==> src/rtl/sau_pipe.sv <==
// Two-stage valid/ready pipeline multiplying each sample by every odd-row
// IntDCT coefficient for the configured transform size. Products use only
// shifts and adds on a small set of shared partials, followed by optional
// negation, round-half-up right shift and signed saturation.
module sau_pipe #(
  parameter int unsigned IN_WIDTH  = 16,
  parameter int unsigned OUT_WIDTH = 24,
  parameter int unsigned DIM       = 8,
  parameter int unsigned SHIFT     = 0
) (
  input  logic                           HCLK,
  input  logic                           HRESETn,
  input  logic                           in_valid,
  output logic                           in_ready,
  input  logic [IN_WIDTH-1:0]            in_val,
  input  logic                           in_neg,
  output logic                           out_valid,
  input  logic                           out_ready,
  output logic [(DIM/2)*OUT_WIDTH-1:0]   out_prod,
  output logic                           out_sat
);

  localparam int unsigned NCOEF = DIM / 2;
  // Largest coefficient is 90 < 2^7, so 8 extra bits hold any product and its negation.
  localparam int unsigned PW    = IN_WIDTH + 8;

  if (!(DIM == 4 || DIM == 8 || DIM == 16)) begin : g_bad_dim
    $fatal(1, "sau_pipe: DIM must be 4, 8 or 16");
  end
  if (SHIFT > 15) begin : g_bad_shift
    $fatal(1, "sau_pipe: SHIFT must be in 0..15");
  end

  // Handshake: a stage advances when it is empty or the stage after it advances.
  logic s1_valid_q, s2_valid_q;
  logic adv1, adv2;

  assign adv2      = !s2_valid_q || out_ready;
  assign adv1      = !s1_valid_q || adv2;
  assign in_ready  = adv1;
  assign out_valid = s2_valid_q;

  // Stage 1 partials: x, 3x, 5x, 9x, 25x, shared by all coefficient products.
  logic signed [PW-1:0] x_d, x3_d, x5_d, x9_d, x25_d;
  logic signed [PW-1:0] x_q, x3_q, x5_q, x9_q, x25_q;
  logic                 neg_q;

  // Sign-extend the sample and form the shared partials.
  always_comb begin
    x_d   = {{8{in_val[IN_WIDTH-1]}}, in_val};
    x3_d  = (x_d <<< 1) + x_d;
    x5_d  = (x_d <<< 2) + x_d;
    x9_d  = (x_d <<< 3) + x_d;
    x25_d = (x_d <<< 4) + x9_d;
  end

  // Stage 1 register: captures sample, negate flag and partials on acceptance.
  always_ff @(posedge HCLK or negedge HRESETn) begin
    if (!HRESETn) begin
      s1_valid_q <= 1'b0;
      neg_q      <= 1'b0;
      x_q        <= '0;
      x3_q       <= '0;
      x5_q       <= '0;
      x9_q       <= '0;
      x25_q      <= '0;
    end else if (adv1) begin
      s1_valid_q <= in_valid;
      if (in_valid) begin
        neg_q <= in_neg;
        x_q   <= x_d;
        x3_q  <= x3_d;
        x5_q  <= x5_d;
        x9_q  <= x9_d;
        x25_q <= x25_d;
      end
    end
  end

  // Coefficient products from the partials, slice 0 first.
  logic signed [PW-1:0] cprod [NCOEF];

  if (DIM == 4) begin : g_dim4
    assign cprod[0] = (x25_q <<< 1) + (x9_q <<< 2) - x3_q;  // 83 = 50 + 36 - 3
    assign cprod[1] = (x5_q <<< 3) - (x_q <<< 2);           // 36 = 40 - 4
  end else if (DIM == 8) begin : g_dim8
    assign cprod[0] = (x_q <<< 6) + x25_q;                  // 89 = 64 + 25
    assign cprod[1] = (x9_q <<< 3) + x3_q;                  // 75 = 72 + 3
    assign cprod[2] = (x5_q <<< 3) + (x5_q <<< 1);          // 50 = 40 + 10
    assign cprod[3] = x9_q <<< 1;                           // 18
  end else begin : g_dim16
    assign cprod[0] = (x5_q <<< 4) + (x5_q <<< 1);          // 90 = 80 + 10
    assign cprod[1] = (x3_q <<< 5) - x9_q;                  // 87 = 96 - 9
    assign cprod[2] = x5_q <<< 4;                           // 80
    assign cprod[3] = (x_q <<< 6) + (x3_q <<< 1);           // 70 = 64 + 6
    assign cprod[4] = (x3_q <<< 4) + x9_q;                  // 57 = 48 + 9
    assign cprod[5] = x25_q + (x9_q <<< 1);                 // 43 = 25 + 18
    assign cprod[6] = x25_q;                                // 25
    assign cprod[7] = x9_q;                                 // 9
  end

  // Per-slice negate, round, saturate.
  logic [NCOEF-1:0]           sat_vec;
  logic [NCOEF*OUT_WIDTH-1:0] prod_d;

  for (genvar k = 0; k < NCOEF; k++) begin : g_slice
    logic signed [PW-1:0] p, r;

    assign p = neg_q ? -cprod[k] : cprod[k];

    if (SHIFT > 0) begin : g_rnd
      localparam logic signed [PW-1:0] Half = PW'(1) << (SHIFT - 1);
      assign r = (p + Half) >>> SHIFT;
    end else begin : g_nornd
      assign r = p;
    end

    if (OUT_WIDTH >= PW) begin : g_ext
      assign prod_d[k*OUT_WIDTH +: OUT_WIDTH] = OUT_WIDTH'(r);
      assign sat_vec[k]                       = 1'b0;
    end else begin : g_clip
      // Value fits iff all bits from the output sign bit upward agree.
      logic [PW-OUT_WIDTH:0] hi;
      logic                  ovf;
      assign hi  = r[PW-1:OUT_WIDTH-1];
      assign ovf = !((&hi) || !(|hi));
      assign prod_d[k*OUT_WIDTH +: OUT_WIDTH] =
          !ovf    ? r[OUT_WIDTH-1:0] :
          r[PW-1] ? {1'b1, {(OUT_WIDTH-1){1'b0}}} :
                    {1'b0, {(OUT_WIDTH-1){1'b1}}};
      assign sat_vec[k] = ovf;
    end
  end

  logic [NCOEF*OUT_WIDTH-1:0] prod_q;
  logic                       sat_q;

  // Stage 2 register: holds the finished beat until downstream takes it.
  always_ff @(posedge HCLK or negedge HRESETn) begin
    if (!HRESETn) begin
      s2_valid_q <= 1'b0;
      prod_q     <= '0;
      sat_q      <= 1'b0;
    end else if (adv2) begin
      s2_valid_q <= s1_valid_q;
      if (s1_valid_q) begin
        prod_q <= prod_d;
        sat_q  <= |sat_vec;
      end
    end
  end

  assign out_prod = prod_q;
  assign out_sat  = sat_q;

endmodule

==> config.mk <==
export PLATFORM = sky130hd
export DESIGN_NAME = sau_pipe
export DESIGN_NICKNAME = d
export VERILOG_FILES = /design/src/rtl/sau_pipe.sv
export SDC_FILE = /design/constraint.sdc
export NUM_CORES = 1
export LEC_CHECK = 0
export ABC_CLOCK_PERIOD_IN_PS = 3900
export BUFFER_PORTS_ARGS = -buffer_cell sky130_fd_sc_hd__buf_2
export CAP_MARGIN = 5
export CORE_ASPECT_RATIO = 0.8
export CORE_MARGIN = 3
export CORE_UTILIZATION = 63
export CTS_BUF_LIST = sky130_fd_sc_hd__clkbuf_4 sky130_fd_sc_hd__clkbuf_8
export DETAILED_ROUTE_END_ITERATION = 6
export PLACE_DENSITY = 0.9
export SETUP_SLACK_MARGIN = 0.15
export SYNTH_ARGS = -nofsm -noshare
export SYNTH_HDL_FRONTEND = slang
export SYNTH_SLANG_ARGS = --single-unit
==> constraint.sdc <==
create_clock -name HCLK -period 3.9 [get_ports HCLK]
set_clock_uncertainty 0.15 [all_clocks]
set_input_delay 0.195 -clock HCLK [delete_from_list [all_inputs] [get_ports HCLK]]
set_output_delay 0.195 -clock HCLK [all_outputs]
set_load 0.01 [all_outputs]
==> reports/metrics.cfg <==
[critical_path]
worst-path-buf-inv = 1
crit_family = compound AO/OA/AOI/OAI gates
critPathMaxFanout = 7
cp_slowest_cell = dfrtp_2
arrival_ps = 4010
cp.depth = 13
crit_path_start_kind = flip-flop
crit_type = reg -> reg
cp-end-kind = flip-flop
slowest_delay_ps = 430
crit_chain = ha_1 -> inv_1 -> fa_1 -> nor2b_1 -> o31a_1 -> o221a_4 -> nand2b_1 -> a211o_1 -> a221oi_4 -> nand3_2 -> nor3_1 -> nand2_1 -> a221o_1
required_ps = 4120
worstRegToRegCells = 13

[cts]
clkTransAtPathRegs_ps = 100
cts_buffers = 17
cts_tree = done
clock_sinks = 170
clockBufferDepth = 2
insertion_delay_ps = 500
htree_levels = 4
cts_root_buffer = clkbuf_8

[detailed_routing]
drcViolationCount = 0
final_antenna_net_count = 0
drtIter0Drc = 1535
drt-total-wl_mm = 38.5
dr.pass1.iters = 7
vias = 12700
viasPerCell = 6.42
wl_per_cell_um = 19.5

[run]
maxCapViolations = 0

[logic_synthesis]
ys_warn_count = 0
synth-edff-count = 0
netlist_area_sq_mm = 0.0131
yosysTopAreaCell = dfrtp_1
synth_seq_cells = 170
yosysMostFrequentCell = nand2_1
syn_inst = 1544
synthFlopType = dfrtp_1
synth_top_area_share_pct = 32.4
synthDistinctLibCells = 94
async_flop_share_pct = 100
synth_area_leaders = dfrtp_1, ha_1, nand2_1, o21ai_0, xnor2_1
ys_seq_area_share_pct = 32.4
synth.avg_cell_area_sq_um = 8.50
synth_commonest_cells = nand2_1, o21ai_0, dfrtp_1, ha_1, xnor2_1

[final_layout]
insertedDiodeCount = 0
final_cells = 1973
final_util_pct = 74.7
final_area_sq_mm = 0.0150
syn_to_final_growth_pct = 14.7
finalNetCount = 1837
layout-drive-gt1-share_pct = 16.8

[die]
die_w_um = 167
core_sq_mm = 0.0201
ios = 120
die_y_um = 135
die-area_sq_mm = 0.0226
rows = 46
start_util_pct = 65.1

[global_route]
grt_pass1_vias = 11500
grt_usage_pct = 32.3
grt_max_degree = 99
overflow = 0
grt_first_pass_wirelength_mm = 59.1
antenna_found_initial = 0

[min_path]
hold_path_class = in -> reg
holdPathStages = 4

[sta]
hold_violations = 0
drv_slew = 0
fin_crit_sh_pct = 97.2
grt_setup_unrepaired = true
fin_setup_tns_ps = 0
hold-worst-slack_ps = 42.2
worst_slack_ps = 108
max_freq_mhz = 264
setup_viol_count_final = 0
worstMarginPinSlew_ps = 1000
min_period_ps = 3790
maxSlewHeadroom_pct = 33.0

[placement]
globalplace.congestion = 0.973
hpwl_mm = 27.7
io_buffer_count = 116
dp.cells = 1910
dpl_worst_slack_ps = -152
place_area_sq_mm = 0.0141

[power]
p_leak_nw = 7.06
total_power_mw = 9.99
max-vdd-ir-drop_mv = 0.453
power_density_mw_per_mm2 = 664

[status]
status = complete, no violations

## placed cells by master (no fill, tap or decap), types with 6 or more instances in the layout
cell type and n:
o211ai_1 7, or3_1 13, a211oi_1 10, dlygate4sd3_1 19
o21bai_1 6, nor3_1 34, o21a_1 14, xnor2_1 76
o21ai_0 170, a21o_1 33, dfrtp_1 168, nand3_1 30
and3_1 11, inv_1 49, buf_2 115, nand2b_1 17
and2_1 10, clkbuf_8 17, or2_2 12, ha_1 111
a31oi_1 9, nand4_1 6, nor2b_1 13, a21oi_1 71
nor2_1 76, nor4_1 6, o31ai_1 24, xor2_1 77
buf_4 58, nand2_1 268, o21ai_1 20
## logic make-up after synthesis
group / after synthesis / share of synthesized area, %
other: 1 / 0.0286
DFF: 170 / 32.4
buffers and inverters: 114 / 3.84
muxes: 9 / 0.734
AOI/OAI and AO/OA: 445 / 22.1
adders and majority gates: 120 / 11.8
and+or+nand+nor: 529 / 18.6
xor gates and xnor gates: 156 / 10.5
## worst register-to-register path, delay by kind of cell, from the launching register on
family | cells | cell delay [ps]
buffers and inverters | 1 | 70
AND/OR/NAND/NOR | 5 | 890
flip-flops | 1 | 430
AO/OA/AOI/OAI | 5 | 1510
adder cells (fa/ha/maj) | 2 | 630
## registers in the layout, indices dropped and copies added, names as in the netlist
signal	flops
x3_q	17
neg_q	1
x25_q	16
x5_q	16
s1_valid_q	1
x9_q	16
x_q	15
out_valid	1
out_prod	87
## routing by layer
| layer | up-vias | GRT usage [%] | wire, um |
|---|---|---|---|
| met3 | 107 | 7.02 | 4380 |
| met5 | - | 0 | 0 |
| met1 | 5989 | 45.6 | 15900 |
| li1 | 5773 | - | - |
| met4 | 0 | 10.8 | 1070 |
| met2 | 790 | 50.0 | 17100 |
## path summary, 6_finish.rpt
kind                         startpoint      endpoint  slack [ps]
setup reg to reg                 x_q[0]  out_prod[23]         110
min in group asynchronous       HRESETn  out_prod[62]         200
max in group asynchronous       HRESETn       x_q[11]        2440
hold reg to reg            out_prod[93]  out_prod[93]         330
hold / removal                in_val[1]        x_q[1]          40
setup / recovery                 x_q[0]  out_prod[23]         110
## where the power goes
group | switching, mW | leakage [nW] | internal [mW]
clock network | 0.780 | 0.225 | 0.673
registers | 0.453 | 2.07 | 2.34
logic | 3.46 | 4.76 | 2.28
total | 4.69 | 7.06 | 5.30
## final cells by class
class / instances / area (sq um)
timing repair buffer: 194 / 1230
clock buffer: 18 / 241
clock inverter: 14 / 206
sequential: 170 / 4260
tap: 264 / 330
multi-input combinational: 1262 / 8580
fill: 1334 / 5100
inverter: 51 / 191
## what timing repair did
| item | 4_1_cts | 5_1_grt |
|---|---|---|
| setup endpoints to repair | 6 | 23 |
| setup buffers | 3 | 9 |
| resized for setup | 5 | 35 |
| cloned | 0 | 0 |
| hold endpoints to repair | 107 | 0 |
| pin swaps | 3 | 21 |
| hold buffers | 19 | 0 |
(Power assumes the default switching activity.)
